`src/rtl/max_pooling.sv`:
```
// max_pooling: P x P max-pool over a D x D map held in an internal scratch RAM.
// Define MAXPOOL_HOST_PORT_EN to expose a host read/write port on that RAM.
module max_pooling #(
  parameter int ADDR_WIDTH = 12,
  parameter int DATA_WIDTH = 32,
  parameter int DIM_WIDTH  = 4
) (
  input  logic                  clk,
  input  logic                  rst,
  input  logic                  valid_in,
  input  logic [DIM_WIDTH-1:0]  pool_size,
  input  logic [DIM_WIDTH-1:0]  stride,
  input  logic [ADDR_WIDTH-1:0] input_addr,
  input  logic [ADDR_WIDTH-1:0] output_addr,
  input  logic [DIM_WIDTH-1:0]  dimensions,
`ifdef MAXPOOL_HOST_PORT_EN
  input  logic                  host_we,
  input  logic [ADDR_WIDTH-1:0] host_addr,
  input  logic [DATA_WIDTH-1:0] host_wdata,
  output logic [DATA_WIDTH-1:0] host_rdata,
`endif
  output logic                  valid_out
);
  localparam int CW = 2*DIM_WIDTH + 1;

  typedef enum logic [2:0] {IDLE, SCAN, DRAIN, WRITE, DONE} state_t;

  state_t r_state, w_next;

  logic [DATA_WIDTH-1:0] mem [0:(1<<ADDR_WIDTH)-1];

  logic [DIM_WIDTH-1:0]  r_p, r_s, r_d, r_x, r_y;
  logic [CW-1:0]         r_orow, r_ocol;
  logic [ADDR_WIDTH-1:0] r_in, r_out, r_oidx;
  logic [DATA_WIDTH-1:0] r_acc, r_rdata;
  logic                  r_rd_vld, r_vo;

  logic [CW-1:0]         w_i, w_j;
  logic                  w_inb, w_rd;
  logic                  w_xlast, w_ylast, w_clast, w_rlast;
  logic [ADDR_WIDTH-1:0] w_raddr, w_waddr, w_ram_raddr;

  assign w_i     = r_orow + CW'(r_x);
  assign w_j     = r_ocol + CW'(r_y);
  assign w_inb   = (w_i < CW'(r_d)) && (w_j < CW'(r_d));
  assign w_rd    = (r_state == SCAN) && w_inb;
  assign w_raddr = r_in + ADDR_WIDTH'(w_i) * ADDR_WIDTH'(r_d)
                 + ADDR_WIDTH'(w_j);
  assign w_waddr = r_out + r_oidx;
  assign w_xlast = (r_x == r_p - DIM_WIDTH'(1));
  assign w_ylast = (r_y == r_p - DIM_WIDTH'(1));
  // Next origin past the edge means this is the last column/row.
  assign w_clast = (r_ocol + CW'(r_s)) >= CW'(r_d);
  assign w_rlast = (r_orow + CW'(r_s)) >= CW'(r_d);

  always_comb begin
    w_next = r_state;
    unique case (r_state)
      IDLE:  if (valid_in) w_next = SCAN;
      SCAN: begin
        if (r_d == '0)
          w_next = DONE;
        else if (w_xlast && w_ylast)
          w_next = DRAIN;
      end
      DRAIN: w_next = WRITE;
      WRITE: w_next = (w_clast && w_rlast) ? DONE : SCAN;
      DONE:  if (r_vo && !valid_in) w_next = IDLE;
      default: w_next = IDLE;
    endcase
  end

  always_ff @(posedge clk or negedge rst) begin
    if (!rst) begin
      r_state  <= IDLE;
      r_vo     <= 1'b0;
      r_rd_vld <= 1'b0;
      r_acc    <= '0;
      r_p      <= '0;
      r_s      <= '0;
      r_d      <= '0;
      r_x      <= '0;
      r_y      <= '0;
      r_orow   <= '0;
      r_ocol   <= '0;
      r_in     <= '0;
      r_out    <= '0;
      r_oidx   <= '0;
    end else begin
      r_state  <= w_next;
      r_vo     <= (r_state == DONE) && (w_next == DONE);
      r_rd_vld <= w_rd;
      if (r_rd_vld && (r_rdata > r_acc))
        r_acc <= r_rdata;
      unique case (r_state)
        IDLE: begin
          if (valid_in) begin
            r_p    <= (pool_size == '0) ? DIM_WIDTH'(1) : pool_size;
            r_s    <= (stride == '0) ? DIM_WIDTH'(1) : stride;
            r_d    <= dimensions;
            r_in   <= input_addr;
            r_out  <= output_addr;
            r_x    <= '0;
            r_y    <= '0;
            r_orow <= '0;
            r_ocol <= '0;
            r_oidx <= '0;
            r_acc  <= '0;
          end
        end
        SCAN: begin
          if (w_ylast) begin
            r_y <= '0;
            r_x <= w_xlast ? '0 : r_x + DIM_WIDTH'(1);
          end else begin
            r_y <= r_y + DIM_WIDTH'(1);
          end
        end
        WRITE: begin
          r_acc  <= '0;
          r_oidx <= r_oidx + ADDR_WIDTH'(1);
          if (w_clast) begin
            r_ocol <= '0;
            r_orow <= r_orow + CW'(r_s);
          end else begin
            r_ocol <= r_ocol + CW'(r_s);
          end
        end
        default: ;
      endcase
    end
  end

`ifdef MAXPOOL_HOST_PORT_EN
  logic w_host_ok;
  assign w_host_ok   = (r_state == IDLE) || (r_state == DONE);
  assign w_ram_raddr = (r_state == SCAN) ? w_raddr : host_addr;
  assign host_rdata  = r_rdata;
`else
  assign w_ram_raddr = w_raddr;
`endif

  // Scratch RAM: one write port, one synchronous read port.
  always @(posedge clk) begin
    if (r_state == WRITE)
      mem[w_waddr] <= r_acc;
`ifdef MAXPOOL_HOST_PORT_EN
    else if (host_we && w_host_ok)
      mem[host_addr] <= host_wdata;
`endif
    r_rdata <= mem[w_ram_raddr];
  end

  assign valid_out = r_vo;

endmodule

```
`config.mk`:
```
export PLATFORM = sky130hd
export DESIGN_NAME = max_pooling
export DESIGN_NICKNAME = d
export VERILOG_FILES = /design/src/rtl/max_pooling.sv
export SDC_FILE = /design/constraint.sdc
export NUM_CORES = 1
export LEC_CHECK = 0
export ABC_AREA = 1
export CORE_ASPECT_RATIO = 1.1
export CORE_MARGIN = 2
export CORE_UTILIZATION = 55
export CTS_CLUSTER_SIZE = 28
export DETAILED_ROUTE_END_ITERATION = 10
export MAX_ROUTING_LAYER = met4
export PLACE_DENSITY = 0.78
export SYNTH_ARGS = -nofsm -noshare
export SYNTH_HDL_FRONTEND = slang
export SYNTH_SLANG_ARGS = --single-unit
```
`constraint.sdc`:
```
create_clock -name clk -period 3.5 [get_ports clk]
set_clock_uncertainty 0.05 [all_clocks]
set_input_delay 1.05 -clock clk [delete_from_list [all_inputs] [get_ports clk]]
set_output_delay 1.05 -clock clk [all_outputs]
set_load 0.02 [all_outputs]
```
==> Implementation_results.wiki, run 1 <==
{| class="wikitable"
! Metric !! Value
|-
| Clock Pin Slew Worst Setup and Hold Paths || about 0.08 ns
|-
| Simple-gate share of the synthesized area || 32.4%
|-
| Insertion delay of the later-clocked pin in the worst-skew pair || approximately 0.29 ns
|-
| Number of clock sinks || 42
|-
| Total Nets Final || approximately 440
|-
| Number of standard cells after synthesis || between 300 and 400
|-
| Count of port buffers added during placement || 15
|-
| Share of the synthesized area in compound gates (AO/OA/AOI/OAI) || under 10%
|-
| Worst Path Max Fanout || 8
|-
| Wire length of the first global-routing pass || about 10000 um
|-
| DRC violation count after routing || 0
|-
| Main combinational cell family by area after synthesis || simple AND/OR/NAND/NOR gates
|-
| Share of synthesized area occupied by flip-flops and latches || between 30% and 40%
|-
| Total of flip-flops plus latches after synthesis || 42
|-
| Leakage power figure || roughly 1.6 nW
|-
| Arrival time of the worst setup path || around 2.9 ns
|-
| Post-cts gate resize count || 0
|-
| Pin count of the biggest net entering global routing || 43
|-
| Avg Cell Area, Syn || roughly 7.6 um2
|-
| Deepest level of the CTS H-tree || 2
|-
| Average wire per cell in the routed design || about 13 um
|-
| Netlist cell types || 28
|-
| Minimum clock period || 2.78 ns
|-
| Final routed wirelength across all metal layers || between 5000 and 6000 um
|-
| Synthesized-area fraction occupied by adder cells || 10.2%
|-
| Areal power density over the cells || approximately 890 nW/um2
|-
| Cts bufs inserted || 5
|-
| Endpoint kind of the worst setup timing path || register
|-
| Share of the synthesized area in the top cell type || ~39%
|-
| Fraction of final layout cells with drive strength greater than 1 || under 10%
|-
| Via count of the first global-routing pass || 2264
|-
| Worst VDD drop || ~0.43 mV
|-
| Number of slew-limit violations in the final report || 0
|-
| Hold-fix buffers at CTS || 0
|-
| Core Area || about 4700 um2
|-
| Dominant cells by area after synthesis || sky130_fd_sc_hd__dfrtp_1 (39%), sky130_fd_sc_hd__nand2_1 (16%), sky130_fd_sc_hd__ha_1 (8.7%), sky130_fd_sc_hd__inv_1 (6.6%), sky130_fd_sc_hd__nand3_1 (4.8%)
|-
| Antenna cells || 0
|-
| Clock tree from TritonCTS || built
|-
| Area of the die || 5530 um2
|-
| Setup CP Type || reg2reg
|-
| Critical Path RT || ~3.6 ns
|-
| Hold/Removal Path Class || reg2reg
|-
| Dpl hpwl || 4200 um
|-
| Library cell with the largest summed area after synthesis || sky130_fd_sc_hd__dfrtp_1
|-
| Min-Delay Path Depth || 1
|-
| Clock Tree Root || sky130_fd_sc_hd__clkbuf_8
|-
| Number of placed I/O pins || 40
|-
| Pre-Repair DR Iteration Count || 4
|-
| Tightest Pin Transition || a little over 0.9 ns
|-
| Multiplexer share of the synthesized area || 0%
|-
| RSZ-0062 raised after global routing || false
|-
| Growth of design area from synthesis to finish || 13.0%
|-
| Synthesis warning total || 0
|-
| Post-synthesis cell area || roughly 2700 um2
|-
| R2R cell count || 14
|-
| Overflow after GRT || 0
|-
| DR iter-0 viols || about 150
|-
| Post-synth net total || 420
|-
| Outcome || finished clean
|-
| Setup TNS || 0 ns
|-
| Die outline width || 71.1 um
|-
| Startpoint type of the worst setup path || register
|-
| Final Total Pwr || around 2.7 mW
|-
| Worst relative slew slack || a little under two fifths
|-
| Die Ht || a little under 80 um
|-
| Hold violation total from the final report || 0
|-
| Final setup violation count || 0
|-
| Total global-route track usage || 23.1%
|-
| Number of vias after detailed routing || ~2.3k
|-
| Count of max-cap constraint violations || 0
|-
| Max Clock Freq || roughly 0.36 GHz
|-
| Setup fix buffers added after clock tree synthesis || 0
|-
| Final Cycle Share || roughly four fifths
|-
| RD Place Congestion || 0.852
|-
| Buffer depth of the longest clock path || 2
|-
| Starting density of the core || 57.7%
|-
| Remaining antenna violation count after routing || 0
|-
| Initial antenna violation count || 0
|-
| Synth Area in XOR/XNOR || around 4.8%
|-
| Vias per std cell || between 5 and 6
|-
| Number of placement rows || 26
|}
==> sequential cells by signal, summed over array words and instances (netlist names), 3 cells and up <==
name     cells
r_d          4
r_ocol       9
r_orow       9
r_p          4
r_s          4
r_state      3
r_x          4
r_y          4
==> kinds of logic after synthesis <==
kind of cell    Yosys count
buf+inv                  56
fa+ha+maj                21
xor+xnor                 15
flops                    42
simple gates            193
compound gates           33
==> area by class of cell <==
type / count / area (um2)
clock buffer: 5 / 68.8
clock inverter: 3 / 68.8
fill: 399 / 1640
inverter: 54 / 203
multi-input combinational: 262 / 1460
sequential: 42 / 1050
tap: 56 / 70.1
timing repair buffer: 16 / 153
==> cell usage after synthesis <==
master,number
sky130_fd_sc_hd__nand2_1,117
sky130_fd_sc_hd__inv_1,48
sky130_fd_sc_hd__dfrtp_1,42
sky130_fd_sc_hd__nand3_1,26
sky130_fd_sc_hd__ha_1,19
sky130_fd_sc_hd__nor2_1,16
sky130_fd_sc_hd__o21ai_0,16
sky130_fd_sc_hd__a21oi_1,9
sky130_fd_sc_hd__nand2_2,8
sky130_fd_sc_hd__nand4_1,8
sky130_fd_sc_hd__xnor2_1,8
sky130_fd_sc_hd__xor2_1,7
sky130_fd_sc_hd__inv_2,6
sky130_fd_sc_hd__nor3_1,5
sky130_fd_sc_hd__o21ai_1,4
sky130_fd_sc_hd__nand3_2,3
sky130_fd_sc_hd__o22ai_1,3
sky130_fd_sc_hd__clkbuf_1,2
sky130_fd_sc_hd__fa_1,2
sky130_fd_sc_hd__nor2_4,2
sky130_fd_sc_hd__or2_2,2
sky130_fd_sc_hd__a31oi_1,1
sky130_fd_sc_hd__and3_1,1
sky130_fd_sc_hd__nand3_4,1
sky130_fd_sc_hd__nand3b_1,1
sky130_fd_sc_hd__nor3_2,1
sky130_fd_sc_hd__nor3_4,1
sky130_fd_sc_hd__nor4_1,1
==> routing by layer <==
metal | track usage [%] | share of wire, % | up-vias
met4 | 7.92 | 1.4 | 0
met2 | 37.6 | 50 | 28
met3 | 4.03 | 1.9 | 8
met1 | 29.0 | 47 | 1054
li1 | - | - | 1193
met5 | - | 0 | -
==> final timing paths <==
| check | slack (ns) | start | endpoint |
|---|---|---|---|
| setup reg to reg | 0.72 | r_s[1]$_DFFE_PN0P_ | r_orow[1]$_DFFE_PN0P_ |
| min in group asynchronous | 0.84 | rst | r_x[2]$_DFFE_PN0P_ |
| max in group asynchronous | 1.98 | rst | r_s[0]$_DFFE_PN0P_ |
| hold / removal | 0.42 | valid_out$_DFF_PN0_ | valid_out$_DFF_PN0_ |
| setup / recovery | 0.72 | r_s[1]$_DFFE_PN0P_ | r_orow[1]$_DFFE_PN0P_ |
| hold reg to reg | 0.42 | valid_out$_DFF_PN0_ | valid_out$_DFF_PN0_ |
==> per-stage QoR <==
step | hold slack (ns) | std cells | setup WS, ns | utilization (%) | area [um2]
after floorplan | 0.396 | 360 | 1.08 | - | 2720
after global placement | 0.407 | 430 | 0.707 | 62.3 | 2940
after detailed placement | 0.413 | 430 | 0.677 | 62.3 | 2940
after CTS | 0.427 | 438 | 0.711 | 65.2 | 3080
after global routing | 0.460 | 438 | 0.532 | 65.2 | 3080
final | 0.423 | 438 | 0.717 | 65.2 | 3080
==> where the power goes <==
group          leakage (nW)  switching (mW)  total (mW)  internal, mW
Sequential            0.556           0.152       0.799         0.646
Clock                0.0683           0.173       0.459         0.286
Combinational          1.02           0.905        1.47         0.570
Total                  1.64            1.23        2.73          1.50
==> layout by cell type, fill, tap and decap left out <==
master,count
sky130_fd_sc_hd__ha_1,19
sky130_fd_sc_hd__clkbuf_8,5
sky130_fd_sc_hd__a31oi_1,1
sky130_fd_sc_hd__or2_2,2
sky130_fd_sc_hd__inv_1,48
sky130_fd_sc_hd__nand4_1,8
sky130_fd_sc_hd__nor3_1,5
sky130_fd_sc_hd__nand3_2,3
sky130_fd_sc_hd__xor2_1,7
sky130_fd_sc_hd__a21oi_1,9
sky130_fd_sc_hd__nand3_1,26
sky130_fd_sc_hd__nand3_4,1
sky130_fd_sc_hd__nand2_1,117
sky130_fd_sc_hd__buf_4,1
sky130_fd_sc_hd__fa_1,2
sky130_fd_sc_hd__o21ai_0,16
sky130_fd_sc_hd__nand3b_1,1
sky130_fd_sc_hd__clkinv_4,1
sky130_fd_sc_hd__o21ai_1,4
sky130_fd_sc_hd__nor4_1,1
sky130_fd_sc_hd__o22ai_1,3
sky130_fd_sc_hd__bufinv_16,2
sky130_fd_sc_hd__nor2_1,16
sky130_fd_sc_hd__buf_2,1
sky130_fd_sc_hd__inv_2,6
sky130_fd_sc_hd__clkdlybuf4s50_1,14
sky130_fd_sc_hd__xnor2_1,8
sky130_fd_sc_hd__and3_1,1
sky130_fd_sc_hd__nor3_2,1
sky130_fd_sc_hd__nor3_4,1
sky130_fd_sc_hd__dfrtp_1,42
sky130_fd_sc_hd__nand2_2,8
sky130_fd_sc_hd__nor2_4,2
==> critical path: stages, from the launching register on <==
cell                      delay [ns]
sky130_fd_sc_hd__dfrtp_1        0.49
sky130_fd_sc_hd__inv_1          0.10
sky130_fd_sc_hd__fa_1           0.46
sky130_fd_sc_hd__xnor2_1        0.24
sky130_fd_sc_hd__ha_1           0.30
sky130_fd_sc_hd__a21oi_1        0.15
sky130_fd_sc_hd__nand2_1        0.06
sky130_fd_sc_hd__a21oi_1        0.15
sky130_fd_sc_hd__nand2_2        0.08
sky130_fd_sc_hd__nor2_4         0.14
sky130_fd_sc_hd__nand3_4        0.14
sky130_fd_sc_hd__nand2_2        0.09
sky130_fd_sc_hd__inv_2          0.08
sky130_fd_sc_hd__nand2_1        0.07
sky130_fd_sc_hd__nand2_1        0.07
Power figures use the tool's default switching activity.
==> run 2: changes to the inputs <==
Clock period 3.5 ns to 2.6 ns, I/O delays scaled along.
==> run 2 against run 1 <==
Net effect:
- the run now ends with negative setup slack left
- first-iteration DRC count is 21% lower
- sequential cell count stayed put
- die area stayed put
- critical path depth is 1 lower
- sequential share of layout area is 2.0 points lower
- final area is 6.2% higher
- largest cell class unchanged
==> Implementation_results.wiki, run 2 (synthesized netlist as in run 1, its figures left out) <==
{| class="wikitable"
! Metric !! Value
|-
| Hold-fix buffers at CTS || 0 (unchanged)
|-
| Insertion delay of the later-clocked pin in the worst-skew pair || 0.30 ns (was 0.29 ns)
|-
| Met2 track demand over resource || 36.6% (was 37.6%)
|-
| Final hold slack || 0.388 ns (was 0.423 ns)
|-
| Startpoint type of the worst setup path || register (unchanged)
|-
| Cts bufs inserted || 5 (unchanged)
|-
| Area of the die || 5530 um2 (unchanged)
|-
| Final Cycle Share || 102% (was 79.5%)
|-
| Tightest Pin Transition || 0.550 ns (was 0.929 ns)
|-
| Initial antenna violation count || 0 (unchanged)
|-
| Final setup violation count || 11 (was 0)
|-
| Clock Pin Slew Worst Setup and Hold Paths || 0.08 ns (about the same)
|-
| Die outline width || 71.1 um (unchanged)
|-
| Number of vias after detailed routing || 2397 (was 2283)
|-
| Met1 global-route usage || 28.2% (was 29.0%)
|-
| Fraction of final layout cells with drive strength greater than 1 || 16.0% (was 8.90%)
|-
| Worst VDD drop || 0.764 mV (was 0.428 mV)
|-
| Leakage power figure || 1.71 nW (was 1.64 nW)
|-
| End of the critical path || r_state[2]$_DFF_PN0_ (was r_orow[1]$_DFFE_PN0P_)
|-
| Outcome || finished with violations (was finished clean)
|-
| DRC violation count after routing || 0 (unchanged)
|-
| RSZ-0062 raised after global routing || true (was false)
|-
| Overflow after GRT || 0 (unchanged)
|-
| Pin count of the biggest net entering global routing || 43 (unchanged)
|-
| GR Util met3 || 4.94% (was 4.03%)
|-
| Most frequent cells in the layout || sky130_fd_sc_hd__nand2_1 (114), sky130_fd_sc_hd__inv_1 (47), sky130_fd_sc_hd__dfrtp_1 (42) (was sky130_fd_sc_hd__nand2_1 (117), sky130_fd_sc_hd__inv_1 (48), sky130_fd_sc_hd__dfrtp_1 (42))
|-
| Count of max-cap constraint violations || 0 (unchanged)
|-
| Largest regs || r_ocol x9, r_orow x9 (unchanged)
|-
| Deepest level of the CTS H-tree || 2 (unchanged)
|-
| Count of port buffers added during placement || 15 (unchanged)
|-
| Number of clock sinks || 42 (unchanged)
|-
| RD Place Congestion || 0.871 (was 0.852)
|-
| Number of placement rows || 26 (unchanged)
|-
| Critical R2R Launch || r_s[2]$_DFFE_PN0P_ (was r_s[1]$_DFFE_PN0P_)
|-
| Critical Path RT || 2.73 ns (was 3.63 ns)
|-
| Fin worst setup slack || -0.0552 ns (was 0.717 ns)
|-
| Minimum clock period || 2.66 ns (was 2.78 ns)
|-
| Clock tree from TritonCTS || built (unchanged)
|-
| Hold/Removal Path Class || in2async (was reg2reg)
|-
| Pre-Repair DR Iteration Count || 4 (unchanged)
|-
| Fillers || 390 (was 399)
|-
| Violations in the final reports || negative setup slack
|-
| Final Total Pwr || 4.25 mW (was 2.73 mW)
|-
| Clock Tree Root || sky130_fd_sc_hd__clkbuf_8 (unchanged)
|-
| Most frequent standard cell in the layout excluding fill and tap cells || sky130_fd_sc_hd__nand2_1 (unchanged)
|-
| Total global-route track usage || 22.7% (was 23.1%)
|-
| Growth of design area from synthesis to finish || 19.9% (was 13.0%)
|-
| Number of placed I/O pins || 40 (unchanged)
|-
| Remaining antenna violation count after routing || 0 (unchanged)
|-
| Starting density of the core || 57.7% (unchanged)
|-
| Wire length of the first global-routing pass || 9720 um (was 9960 um)
|-
| Hold violation total from the final report || 0 (unchanged)
|-
| Worst reg2reg setup slack || -0.06 ns (was 0.72 ns)
|-
| Vias per std cell || 5.34 (was 5.21)
|-
| Die Ht || 77.8 um (unchanged)
|-
| Core occupancy in the finished layout || 69.3% (was 65.2%)
|-
| Endpoint kind of the worst setup timing path || register (unchanged)
|-
| DR iter-0 viols || 114 (was 145)
|-
| Max Clock Freq || 0.377 GHz (was 0.359 GHz)
|-
| Arrival time of the worst setup path || 2.79 ns (was 2.91 ns)
|-
| Core Area || 4720 um2 (unchanged)
|-
| Worst relative slew slack || 63.1% (was 38.1%)
|-
| Capturing point of the worst reg2reg path || r_state[2]$_DFF_PN0_ (was r_orow[1]$_DFFE_PN0P_)
|-
| Dpl hpwl || 4110 um (was 4200 um)
|-
| Most Used Layer, Global Route || met2 (unchanged)
|-
| Final routed wirelength across all metal layers || 5960 um (was 5520 um)
|-
| Antenna cells || 0 (unchanged)
|-
| Average wire per cell in the routed design || 13.3 um (was 12.6 um)
|-
| R2R cell count || 13 (was 14)
|-
| Setup CP Type || reg2reg (unchanged)
|-
| Worst Path Max Fanout || 4 (was 8)
|-
| Total Nets Final || 452 (was 441)
|-
| Buffer depth of the longest clock path || 2 (unchanged)
|-
| Via count of the first global-routing pass || 2283 (was 2264)
|-
| Number of slew-limit violations in the final report || 0 (unchanged)
|-
| Origin of the worst setup path || r_s[2]$_DFFE_PN0P_ (was r_s[1]$_DFFE_PN0P_)
|-
| Areal power density over the cells || 1300 nW/um2 (was 888 nW/um2)
|}
[run 2: final cells by class]
cell class | count | area, um2 | area share [%]
inverters | 54 | 205 | 6.28
multi-input cells | 262 | 1590 | 48.5
clock inverters | 1 | 5.00 | 0.153
repair buffers | 27 | 264 | 8.08
clock buffers | 7 | 86.3 | 2.64
well taps | 56 | 70.1 | 2.14
flip-flops and latches | 42 | 1050 | 32.2
[run 2: what timing repair did]
action / 4_1_cts / 5_1_grt
endpoints found under the hold margin: 0 / 0
cloned: 0 / 0
setup endpoints to repair: 14 / 14
gates resized for setup: 5 / 22
setup buffers: 1 / 2
pin swaps: 1 / 4
[run 2: power by group]
group | switching (mW) | leakage [nW] | internal, mW | total (mW)
Sequential | 0.194 | 0.556 | 0.870 | 1.06
Clock | 0.227 | 0.0482 | 0.215 | 0.442
Combinational | 1.55 | 1.10 | 1.20 | 2.75
[run 2: critical path, cell delays in order (launching register included)]
cell                      delay (ns)
sky130_fd_sc_hd__dfrtp_1        0.44
sky130_fd_sc_hd__ha_2           0.43
sky130_fd_sc_hd__inv_1          0.05
sky130_fd_sc_hd__nand2_1        0.11
sky130_fd_sc_hd__nand2_1        0.09
sky130_fd_sc_hd__xnor2_1        0.27
sky130_fd_sc_hd__ha_1           0.33
sky130_fd_sc_hd__a21oi_2        0.16
sky130_fd_sc_hd__nand2_2        0.07
sky130_fd_sc_hd__nor2_4         0.14
sky130_fd_sc_hd__nand3_4        0.12
sky130_fd_sc_hd__buf_12         0.15
sky130_fd_sc_hd__nand3_1        0.08
sky130_fd_sc_hd__nand2_1        0.07
[run 2: worst min-delay path by stage]
stage,cells after the start,start,slack [ns],endpoint
after global placement,2,r_orow[3]$_DFFE_PN0P_,0.41,r_orow[3]$_DFFE_PN0P_
after CTS,2,rst,0.40,r_y[3]$_DFFE_PN0P_
after floorplan,2,r_orow[0]$_DFFE_PN0P_,0.40,r_orow[0]$_DFFE_PN0P_
final,2,rst,0.39,r_y[3]$_DFFE_PN0P_
after detailed placement,1,valid_out$_DFF_PN0_,0.41,valid_out$_DFF_PN0_
after global routing,2,rst,0.42,r_y[3]$_DFFE_PN0P_
[run 2: layer usage]
metal | share of wire, % | vias up
met4 | 2.3 | 0
met3 | 3.3 | 11
met1 | 43 | 1129
met5 | 0 | -
li1 | - | 1216
met2 | 51 | 41
[run 2: through the flow]
stage	instances	cell area, um2	TNS, ns	worst slack (ns)
after floorplan	360	2720	0	0.177
after global placement	438	3010	-0.387	-0.0436
after detailed placement	438	3010	-0.552	-0.0678
after CTS	447	3140	0	0.0230
after global routing	449	3270	-1.83	-0.169
final	449	3270	-0.353	-0.0552
